File: src/rtl/rps_pkg.sv
// Shared encodings and defaults for the RPS replay sequencer.
package rps_pkg;

    // Move encodings
    localparam logic [1:0] ROCK     = 2'b00;
    localparam logic [1:0] SCISSORS = 2'b01;
    localparam logic [1:0] PAPER    = 2'b10;

    // Replay sequencer states
    typedef enum logic [2:0] {
        IDLE   = 3'd0,
        SELECT = 3'd1,
        WAIT   = 3'd2,
        WRITE  = 3'd3,
        RECORD = 3'd4
    } replay_state_e;

    localparam int unsigned DEF_HIST_DEPTH    = 60;
    localparam int unsigned DEF_THETA_LATENCY = 100;

endpackage

File: src/rtl/rps_latency_timer.sv
// Loadable down-counter that times the theta datapath latency.
module rps_latency_timer #(
    parameter int unsigned CNT_W = 7
) (
    input  logic             clock,
    input  logic             reset,
    input  logic             load,
    input  logic [CNT_W-1:0] load_val,
    input  logic             count,
    output logic             zero
);

    logic [CNT_W-1:0] cnt;

    // Load takes priority; counting stops at zero
    always_ff @(posedge clock or posedge reset) begin
        if (reset) begin
            cnt <= '0;
        end else if (load) begin
            cnt <= load_val;
        end else if (count && (cnt != '0)) begin
            cnt <= cnt - CNT_W'(1);
        end
    end

    assign zero = (cnt == '0);

endmodule

File: src/rtl/rps_replay_sequencer.sv
// Replays stored rounds through the theta datapath, then records the new round.
module rps_replay_sequencer
    import rps_pkg::*;
#(
    parameter int unsigned HIST_DEPTH    = DEF_HIST_DEPTH,
    parameter int unsigned ADDR_W        = 6,
    parameter int unsigned THETA_LATENCY = DEF_THETA_LATENCY,
    parameter int unsigned CNT_W         = 7
) (
    input  logic              clock,
    input  logic              reset,
    input  logic              start,
    input  logic [1:0]        rand_move,
    input  logic [1:0]        hist_user_rd,
    output logic [ADDR_W-1:0] hist_rd_addr,
    output logic [ADDR_W-1:0] t_idx,
    output logic [ADDR_W-1:0] rew_idx,
    output logic [1:0]        row_sel,
    output logic              theta_we,
    output logic              hist_we,
    output logic [ADDR_W-1:0] game,
    output logic              busy,
    output logic              ready,
    output logic              full
);

    localparam logic [2:0] S_IDLE   = IDLE;
    localparam logic [2:0] S_SELECT = SELECT;
    localparam logic [2:0] S_WAIT   = WAIT;
    localparam logic [2:0] S_WRITE  = WRITE;
    localparam logic [2:0] S_RECORD = RECORD;

    logic [2:0]        state;
    logic [2:0]        state_nxt;
    logic              timer_zero;
    logic [ADDR_W-1:0] t_idx_inc;

    assign t_idx_inc = t_idx + ADDR_W'(1);

    rps_latency_timer #(
        .CNT_W (CNT_W)
    ) u_timer (
        .clock    (clock),
        .reset    (reset),
        .load     (state == S_SELECT),
        .load_val (CNT_W'(THETA_LATENCY - 1)),
        .count    (state == S_WAIT),
        .zero     (timer_zero)
    );

    // Next-state decode; start is only honoured in IDLE, so requests while busy are dropped
    always_comb begin
        state_nxt = state;
        unique case (state)
            S_IDLE: begin
                if (start && !full) begin
                    state_nxt = (game != '0) ? S_SELECT : S_RECORD;
                end
            end
            S_SELECT: state_nxt = S_WAIT;
            S_WAIT: begin
                if (timer_zero) begin
                    state_nxt = S_WRITE;
                end
            end
            S_WRITE:  state_nxt = (t_idx_inc == game) ? S_RECORD : S_SELECT;
            S_RECORD: state_nxt = S_IDLE;
            default:  state_nxt = S_IDLE;
        endcase
    end

    // State, replay index, row select and round count; row_sel/t_idx hold through WAIT
    always_ff @(posedge clock or posedge reset) begin
        if (reset) begin
            state   <= S_IDLE;
            t_idx   <= '0;
            row_sel <= 2'b00;
            game    <= '0;
        end else begin
            state <= state_nxt;
            case (state)
                S_SELECT: row_sel <= (t_idx == '0) ? rand_move : hist_user_rd;
                S_WRITE:  t_idx <= t_idx_inc;
                S_RECORD: begin
                    t_idx <= '0;
                    if (!full) begin
                        game <= game + ADDR_W'(1);
                    end
                end
                default: ;
            endcase
        end
    end

    // Strobes decode straight from the state register, so they are one clean cycle each
    always_comb begin
        theta_we     = (state == S_WRITE);
        hist_we      = (state == S_RECORD);
        busy         = (state != S_IDLE);
        full         = (game == ADDR_W'(HIST_DEPTH));
        ready        = (state == S_IDLE) && !full;
        hist_rd_addr = (t_idx == '0) ? '0 : (t_idx - ADDR_W'(1));
        rew_idx      = game - t_idx - ADDR_W'(1);
    end

endmodule

File: config.mk
export PLATFORM = sky130hd
export DESIGN_NAME = rps_replay_sequencer
export DESIGN_NICKNAME = d
export VERILOG_FILES = /design/src/rtl/rps_pkg.sv /design/src/rtl/rps_latency_timer.sv /design/src/rtl/rps_replay_sequencer.sv
export SDC_FILE = /design/constraint.sdc
export NUM_CORES = 1
export LEC_CHECK = 0
export ABC_AREA = 1
export CAP_MARGIN = 5
export CORE_MARGIN = 5
export CORE_UTILIZATION = 50
export CTS_BUF_LIST = sky130_fd_sc_hd__clkbuf_2 sky130_fd_sc_hd__clkbuf_4 sky130_fd_sc_hd__clkbuf_8
export CTS_CLUSTER_SIZE = 14
export DETAILED_ROUTE_END_ITERATION = 10
export GPL_TIMING_DRIVEN = 0
export PLACE_DENSITY = 0.8
export SLEW_MARGIN = 20
export SYNTH_ARGS = -nofsm -noshare
export SYNTH_HDL_FRONTEND = slang
export SYNTH_SLANG_ARGS = --single-unit
File: constraint.sdc
create_clock -name clock -period 4.1 [get_ports clock]
set_input_delay 0.41 -clock clock [delete_from_list [all_inputs] [get_ports clock]]
set_output_delay 0.41 -clock clock [all_outputs]
set_load 0.005 [all_outputs]
Word level (Yosys, flattened, before mapping):

Index checks and enable logic that the tools add are counted.

* bits in latches: 0
* RAM bits: 0
* input port bits: 7
* ROM bits: 0
* memories kept: 0
* flip-flop bits (word level): 24
* word-level logic and storage cells: 44

* multiply operators: 0
* $add $sub $neg: 6
* shifts and indexed selects: 0
* muxes and demuxes: 10
* divide/modulo/power cells: 0
* reduce and logical (&&, ||, !) cells: 14
* bitwise operators: 1
* equality and inequality tests: 8
* $lt $le $gt $ge: 0

Operator list (number)
* 7-bit 2-to-1 mux: 2
* 6-bit by 1-bit adder with 6-bit output (second input constant): 2
* 3-bit 2-to-1 mux: 4
* 3-bit case mux with 4 select lines: 1
* 6-bit case mux with 2 select lines: 1
* 6-bit by 1-bit subtractor with 6-bit output (second input constant): 2
* 7-bit logical NOT: 1
* 7-bit nonzero test: 1
* 7-bit by 1-bit subtractor with 7-bit output (second input constant): 1
* 3-bit by 2-bit == test with 1-bit output (second input constant): 2
* 6-bit == test: 1
* 6-bit == test (second input constant): 1
* 6-bit logical NOT: 1
* 6-bit 2-to-1 mux: 1
* 6-bit nonzero test: 1
* 6-bit subtractor: 1
* 2-bit inequality test (second input constant): 2
* 2-bit AND reduction: 2
* 2-bit nonzero test: 2
* 3-bit by 1-bit == test with 1-bit output (second input constant): 1
* 3-bit == test (second input constant): 1
* 1-bit logical AND: 3
* 3-bit logical NOT: 1
* 3-bit nonzero test: 1
* other kinds (3): 3

Longest topological paths before layout:

Gate-level depths: netlist of run 1.

* word-level depth: 5
* depth in mapped cells: 10

Cells and area by module:

A second synthesis of run 1 with hierarchy kept.

* cells, all modules: 255
* area, all modules: 1845.5 um^2

By module, submodules not included
* rps_replay_sequencer: area each 1336.3 um^2, sequential area each 425.4 um^2, times used 1, cells an instance 181
* rps_latency_timer: area each 509.2 um^2, sequential area each 175.2 um^2, times used 1, cells an instance 74

Worst setup path before layout of run 1:

OpenSTA, ideal clock, no wires.

* kind: register to output
* from: reg t_idx[0]
* to: out rew_idx[4]
* arrival: 1.452 ns
* path buffers: 0
* path slack: 2.238 ns
* data required time: 3.690 ns
* stages on the path, launching flop included: 7
* cell sequence: dfrtp_1 > inv_1 > ha_1 > fa_1 > nand3_1 > nand2_1 > xor2_1

* word-level cells in the longest chain between the ends: 2

RTL lines
* from (decl): line rps_replay_sequencer.sv:16 `output logic [ADDR_W-1:0] t_idx,`
* from (signal assigned): line rps_replay_sequencer.sv:83 `S_WRITE: t_idx <= t_idx_inc;`
* 6-bit subtractor: line rps_replay_sequencer.sv:103 `rew_idx = game - t_idx - ADDR_W'(1);`
* 6-bit by 1-bit subtractor with 6-bit output: line rps_replay_sequencer.sv:103
* to (decl): line rps_replay_sequencer.sv:17 `output logic [ADDR_W-1:0] rew_idx,`

Every way passes these cells.

Worst setup path after layout of run 1:

Ends and elaborated chain as after synthesis.

==> flow_summary_export.csv, run 1 <==
group,metric,value,unit
timing,setup-tns-final,0,ps
synth,yosys_warnings,0,
critical_path,cp-end-kind,"output pin",
power_and_ir_drop,power_density,799,mW/mm2
global_routing,overflow,0,
synth,yosysTopAreaCellShare,35.7,%
cts,cts_sinks,24,
global_routing,track_usage,19.2,%
synth,synthesis.instances,227,
finish,antennaDiodeCount,0,
place,place_inst,310,
cts,post_cts_resized,0,
routing,firstDrtPassIters,6,
timing,max_slew_margin,38.7,%
critical_path,crit_family,"buffers and inverters",
routing,drt_wl_total,3.91,mm
place,portBuffers,37,
finish,finalNonFillerCells,314,
cts,cts_root_buf,"clkbuf_4",
critical_path,path_buf_inv,2,
synth,synth_common_cells,"nand2_1 (43), inv_1 (36), nor2_1 (29), dfrtp_1 (24), o21ai_0 (18)",
finish,fin_nets,289,
power_and_ir_drop,max-vdd-ir-drop,0.447,mV
routing,drcViolationCount,0,
timing,worst_slack,1190,ps
synth,yosysMostFrequentCell,"nand2_1",
place,post-dp-hpwl,3.00,mm
floorplanning,core,0.00328,mm2
routing,vias,1622,
cts,clk_pin_slew,140,ps
timing,worst_pin_slew,919,ps
synth,synth_edf_count,0,
synth,ys.flop_type,"dfrtp_1",
place,gp_congestion,0.838,
critical_path,cp_slowest_cell,"clkdlybuf4s50_1",
power_and_ir_drop,clkPwrFrac,10.4,%
outcome,status,"completed",
timing,fin_crit,2910,ps
floorplanning,die_area,0.00462,mm2
timing,fin_skew,6.30,ps
synth,yosysSeqAreaShare,35.7,%
timing,rsz0062_at_grt,"false",
cts,insertion_delay,330,ps
global_routing,first_global_vias,1547,
global_routing,grt_first_pass_wirelength,6.88,mm
finish,seq_area,601,um2
synth,syn_area_per_cell,7.41,um2
cts,post_cts_buffers,0,
critical_path,critPathArrivalTime,2500,ps
hold_path,min_path_type,"reg2reg",
routing,post_drt_wl_per_cell,12.5,um
synth,synth.area.top_cells,"dfrtp_1 (36%), nand2_1 (9.6%), ha_1 (8.9%)",
timing,fmaxAchievable,343,MHz
power_and_ir_drop,switching_share,42.5,%
power_and_ir_drop,p_leak,0.00104,uW
cts,clock_path_buffers,2,
synth,synth.net_count,247,
floorplanning,fp-row-count,21,
timing,drv_slew,0,
routing,viasPerCell,5.17,
synth,synth_largest_area_cell,"dfrtp_1",
routing,ant_nets,0,
power_and_ir_drop,seqPwrFrac,24.1,%
synth,async_reset_ff_share,100,%
global_routing,grt_start_max_net_pins,25,
finish,nFillCells,297,
critical_path,crit_chain,"inv_1 > ha_1 > fa_1 > nand3_1 > nand2_1 > xor2_1 > clkdlybuf4s50_1",
synth,syn-cell-area,0.00168,mm2
place,dp_slack,1580,ps
floorplanning,io_pins,38,
timing,setup_viol,0,
synth,synth_cell_type_count,22,
critical_path,path_max_fanout,8,
power_and_ir_drop,p_switching,734,uW
timing,layout_worst_path_cycle_share,71.1,%
power_and_ir_drop,p_int,994,uW
global_routing,antenna_found_initial,0,
finish,multiInputGateArea,925,um2
critical_path,cp_slowest_stage_delay,520,ps
finish,area_growth,28.6,%
floorplanning,start_util,51.2,%
power_and_ir_drop,p_total,1730,uW
routing,drt_first_iter_violations,74,
cts,cts_tree,"built",
cts,htreeDepth,1,
synth,ys_seq_elements,24,
run,cap_violations,0,
cts,cts_buffers,3,
power_and_ir_drop,pwr-share-comb,65.5,%
hold_path,holdCritStartpoint,"u_timer.cnt[6]$_DFFE_PP0P_",
critical_path,critPathLaunchType,"flip-flop",
critical_path,setup.worst_path.class,"reg2out",
cts,cts_hold_buf,0,
critical_path,reg2reg_from,"t_idx[1]$_DFFE_PP0P_",
finish,drive_above_1_share,5.97,%
critical_path,cp.required,3690,ps
critical_path,crit_start,"t_idx[0]$_DFFE_PP0P_",
timing,hold_slack,498,ps
floorplanning,chipWidth,68.0,um
timing,finalHoldViolations,0,
floorplanning,fp.dieH,68.0,um
[worst reg2reg max path, stage by stage (launching register included)]
cell     delay [ps]
dfrtp_1         510
inv_1           190
ha_1            360
nand2_1          90
nand2_1          50
nor2_1           80
nand3_1          80
nor2_1          130
nand3_1          90
nand2_1          70
a21oi_1          50
[power by group through the flow]
stage	Combinational [uW]	Sequential (uW)	Clock, uW
2_1_floorplan	636	405	0
3_3_place_gp	1110	415	0
4_1_cts	1150	415	181
6_report	1130	416	180
3_5_place_dp	1140	420	0
5_1_grt	1280	434	190
[per-layer routing]
metal / global-route usage [%] / vias to the layer above / wire length (um) / share of wire (%)
met5: 0 / - / 0 / 0
met4: 5.21 / 0 / 42 / 1.1
met3: 2.46 / 4 / 198 / 5.1
met2: 31.0 / 49 / 1840 / 47
met1: 27.0 / 753 / 1830 / 47
li1: - / 816 / - / -
[state kept, by name (all words and copies together) (netlist names)]
signal       count
u_timer.cnt      7
game             6
state            3
t_idx            6
row_sel          2
[cell families after synthesis]
family / count (synthesis) / synth area share [%]
AND/OR/NAND/NOR: 105 / 28.6
flip-flops: 24 / 35.7
adder cells (fa/ha/maj): 13 / 10.1
AO/OA/AOI/OAI: 32 / 9.97
XOR/XNOR: 12 / 6.25
buffers and inverters: 41 / 9.30
[worst paths after layout]
check                                              to  slack, ps  cells after the start
max                                        rew_idx[4]       1190                      7
min                        u_timer.cnt[6]$_DFFE_PP0P_        500                      2
max reg2reg                      state[0]$_DFFE_PP0P_       2290                     10
min reg2reg                u_timer.cnt[6]$_DFFE_PP0P_        500                      2
max in group asynchronous         game[3]$_DFFE_PP0P_       2980                      2
min in group asynchronous        t_idx[3]$_DFFE_PP0P_        560                      2
[metrics by stage]
step,util [%],instance area (um2)
finish,65.8,2160
global route,65.8,2160
CTS,65.8,2160
detailed placement,64.2,2110
global placement,64.2,2110
floorplan,-,1680
[layout make-up]
type / count / area share [%]
Multi-Input combinational cell: 162 / 42.8
Sequential cell: 24 / 27.8
Timing Repair Buffer: 37 / 17.1
Inverter: 39 / 6.77
Tap cell: 46 / 2.66
Clock inverter: 1 / 1.39
Clock buffer: 3 / 1.04
Buffer: 2 / 0.463
[layout by cell type (no fill, tap or decap)]
cell type,count
a21oi_1,9
buf_2,2
bufinv_16,1
clkbuf_4,3
clkdlybuf4s50_1,37
dfrtp_1,24
fa_1,1
ha_1,12
inv_1,36
inv_2,3
nand2_1,43
nand3_1,13
nand3_2,1
nand4_1,9
nor2_1,29
nor2_4,1
nor3_1,2
nor3_2,4
nor4_1,2
o21ai_0,18
o21bai_1,1
o22ai_1,4
or2_2,1
xnor2_1,2
xor2_1,10
(Power assumes the default switching activity.)
==> run 2, diff against run 1 <==
Clock period 4.1 ns to 2.7 ns, I/O delays scaled along.
==> run 2 against run 1 <==
Against the previous run:
- hold slack worse by 75 ps
- die area unchanged
- routed wire length is 7.5% higher
- cell area grew 5.4%
- setup slack lost 1100 ps
- cell count grew 3.5%
- combinational power increased by 67%
- utilization up 3.5 points
- register-to-register slack got worse by 1400 ps
- critical endpoint is now rew_idx[5]
- largest power group unchanged
==> flow_summary_export.csv, run 2 (synthesis gave the netlist of run 1 again) <==
group,metric,value,unit
outcome,status,"completed",
finish,area_growth,35.5,%
power_and_ir_drop,seqPwrFrac,22.6,%
floorplanning,fp.dieH,68.0,um
finish,layout_commonest_cell,"nand2_1",
cts,clock_path_buffers,2,
timing,drv_slew,0,
power_and_ir_drop,p_int,1620,uW
critical_path,critPathLaunchType,"flip-flop",
place,portBuffers,37,
cts,cts_buffers,3,
floorplanning,core,0.00328,mm2
timing,setup-tns-final,0,ps
finish,fin_nets,300,
global_routing,overflow,0,
power_and_ir_drop,max-vdd-ir-drop,0.776,mV
hold_path,min_path_type,"in2async",
cts,clk_pin_slew,140,ps
global_routing,grt_first_pass_wirelength,7.06,mm
critical_path,cp.required,2430,ps
floorplanning,chipWidth,68.0,um
routing,viasPerCell,5.25,
cts,cts_tree,"built",
routing,drcViolationCount,0,
power_and_ir_drop,p_leak,0.00108,uW
power_and_ir_drop,pwr-share-comb,67.7,%
finish,antennaDiodeCount,0,
floorplanning,io_pins,38,
cts,cts_root_buf,"clkbuf_4",
critical_path,critPathArrivalTime,2350,ps
critical_path,path_max_fanout,5,
routing,firstDrtPassIters,4,
global_routing,first_global_vias,1569,
timing,finalHoldViolations,0,
floorplanning,fp-row-count,21,
timing,fin_skew,3.72,ps
floorplanning,start_util,51.2,%
timing,fin_crit,2620,ps
finish,reg.largest.list,"u_timer.cnt x7, game x6, t_idx x6",
cts,cts_sinks,24,
place,place_inst,310,
critical_path,reg2reg_from,"t_idx[0]$_DFFE_PP0P_",
timing,setup_viol,0,
power_and_ir_drop,clkPwrFrac,9.6,%
routing,vias,1706,
finish,largest_register_ffs,7,
routing,post_drt_wl_per_cell,12.9,um
global_routing,grt_start_max_net_pins,25,
timing,worst_pin_slew,916,ps
finish,drive_above_1_share,13.3,%
critical_path,crit_start,"t_idx[1]$_DFFE_PP0P_",
critical_path,setup.worst_path.class,"reg2out",
routing,ant_nets,0,
finish,finalNonFillerCells,325,
global_routing,antenna_found_initial,0,
power_and_ir_drop,switching_share,42.0,%
timing,layout_worst_path_cycle_share,97.0,%
finish,regMostFlops,"u_timer.cnt",
routing,drt_first_iter_violations,70,
run,cap_violations,0,
floorplanning,die_area,0.00462,mm2
routing,drt_wl_total,4.21,mm
place,post-dp-hpwl,3.00,mm
place,gp_congestion,0.838,
critical_path,cp-end-kind,"output pin",
cts,insertion_delay,330,ps
finish,final_cell_mix,"nand2_1 (43), clkdlybuf4s50_1 (37), inv_1 (32)",
cts,htreeDepth,1,
timing,fmaxAchievable,382,MHz
timing,max_slew_margin,38.9,%
power_and_ir_drop,power_density,1230,mW/mm2
power_and_ir_drop,p_switching,1170,uW
cts,cts_hold_buf,0,
global_routing,track_usage,19.9,%
==> run 2: final cells by class <==
cell class | instances | area [um2]
fillers | 276 | 1010
multi-input cells | 162 | 945
flip-flops and latches | 24 | 604
repair buffers | 48 | 453
inverters | 39 | 154
well taps | 46 | 57.6
clock inverters | 1 | 30.0
clock buffers | 3 | 22.5
plain buffers | 2 | 12.5
==> run 2: timing repair <==
action                     in CTS  in global routing
gates resized for setup         4                  7
pin swaps                       0                  1
buffers inserted                2                  9
setup endpoints to repair       2                  5
==> run 2: stage by stage <==
stage | hold WS (ps) | total power (uW) | worst slack, ps | cell area, um2 | utilization [%]
after global routing | 525 | 3070 | -47.0 | 2280 | 69.4
after CTS | 454 | 2680 | 17.0 | 2190 | 66.6
after global placement | 465 | 2320 | 354 | 2110 | 64.2
after detailed placement | 477 | 2370 | 319 | 2110 | 64.2
after floorplan | 285 | 1580 | 978 | 1680 | -
final | 423 | 2790 | 81.4 | 2280 | 69.4
==> run 2: metal layers <==
metal / up-vias / track usage (%) / part of all wire (%)
met5: - / 0 / 0
met4: 0 / 5.21 / 0
met3: 0 / 2.79 / 7.0
met2: 67 / 33.0 / 49
met1: 800 / 27.1 / 44
li1: 839 / - / -
==> run 2: path summary, 6_finish.rpt <==
path | cells after the start | slack (ps) | endpoint
worst min-delay path | 2 | 420 | u_timer.cnt[4]$_DFFE_PP0P_
min in group clock | 2 | 500 | u_timer.cnt[6]$_DFFE_PP0P_
worst max-delay path | 9 | 80 | rew_idx[5]
max in group asynchronous | 2 | 1660 | t_idx[0]$_DFFE_PP0P_
worst min register to register | 2 | 500 | u_timer.cnt[6]$_DFFE_PP0P_
worst max register to register | 11 | 900 | state[0]$_DFFE_PP0P_
==> run 2: critical path: stages (launching register included) <==
cell	delay (ps)
dfrtp_2	430
clkinvlp_4	140
ha_1	310
nand3_1	80
nand2_1	80
a21oi_1	160
nor2_1	60
nor2_1	110
xnor2_1	130
clkdlybuf4s50_1	520
==> run 2: power by group through the flow <==
stage,Clock (uW),Sequential (uW),Combinational (uW)
after detailed placement,0,638,1730
after CTS,275,636,1770
after global placement,0,630,1690
after floorplan,0,615,966
final,270,632,1890
after global routing,289,658,2120
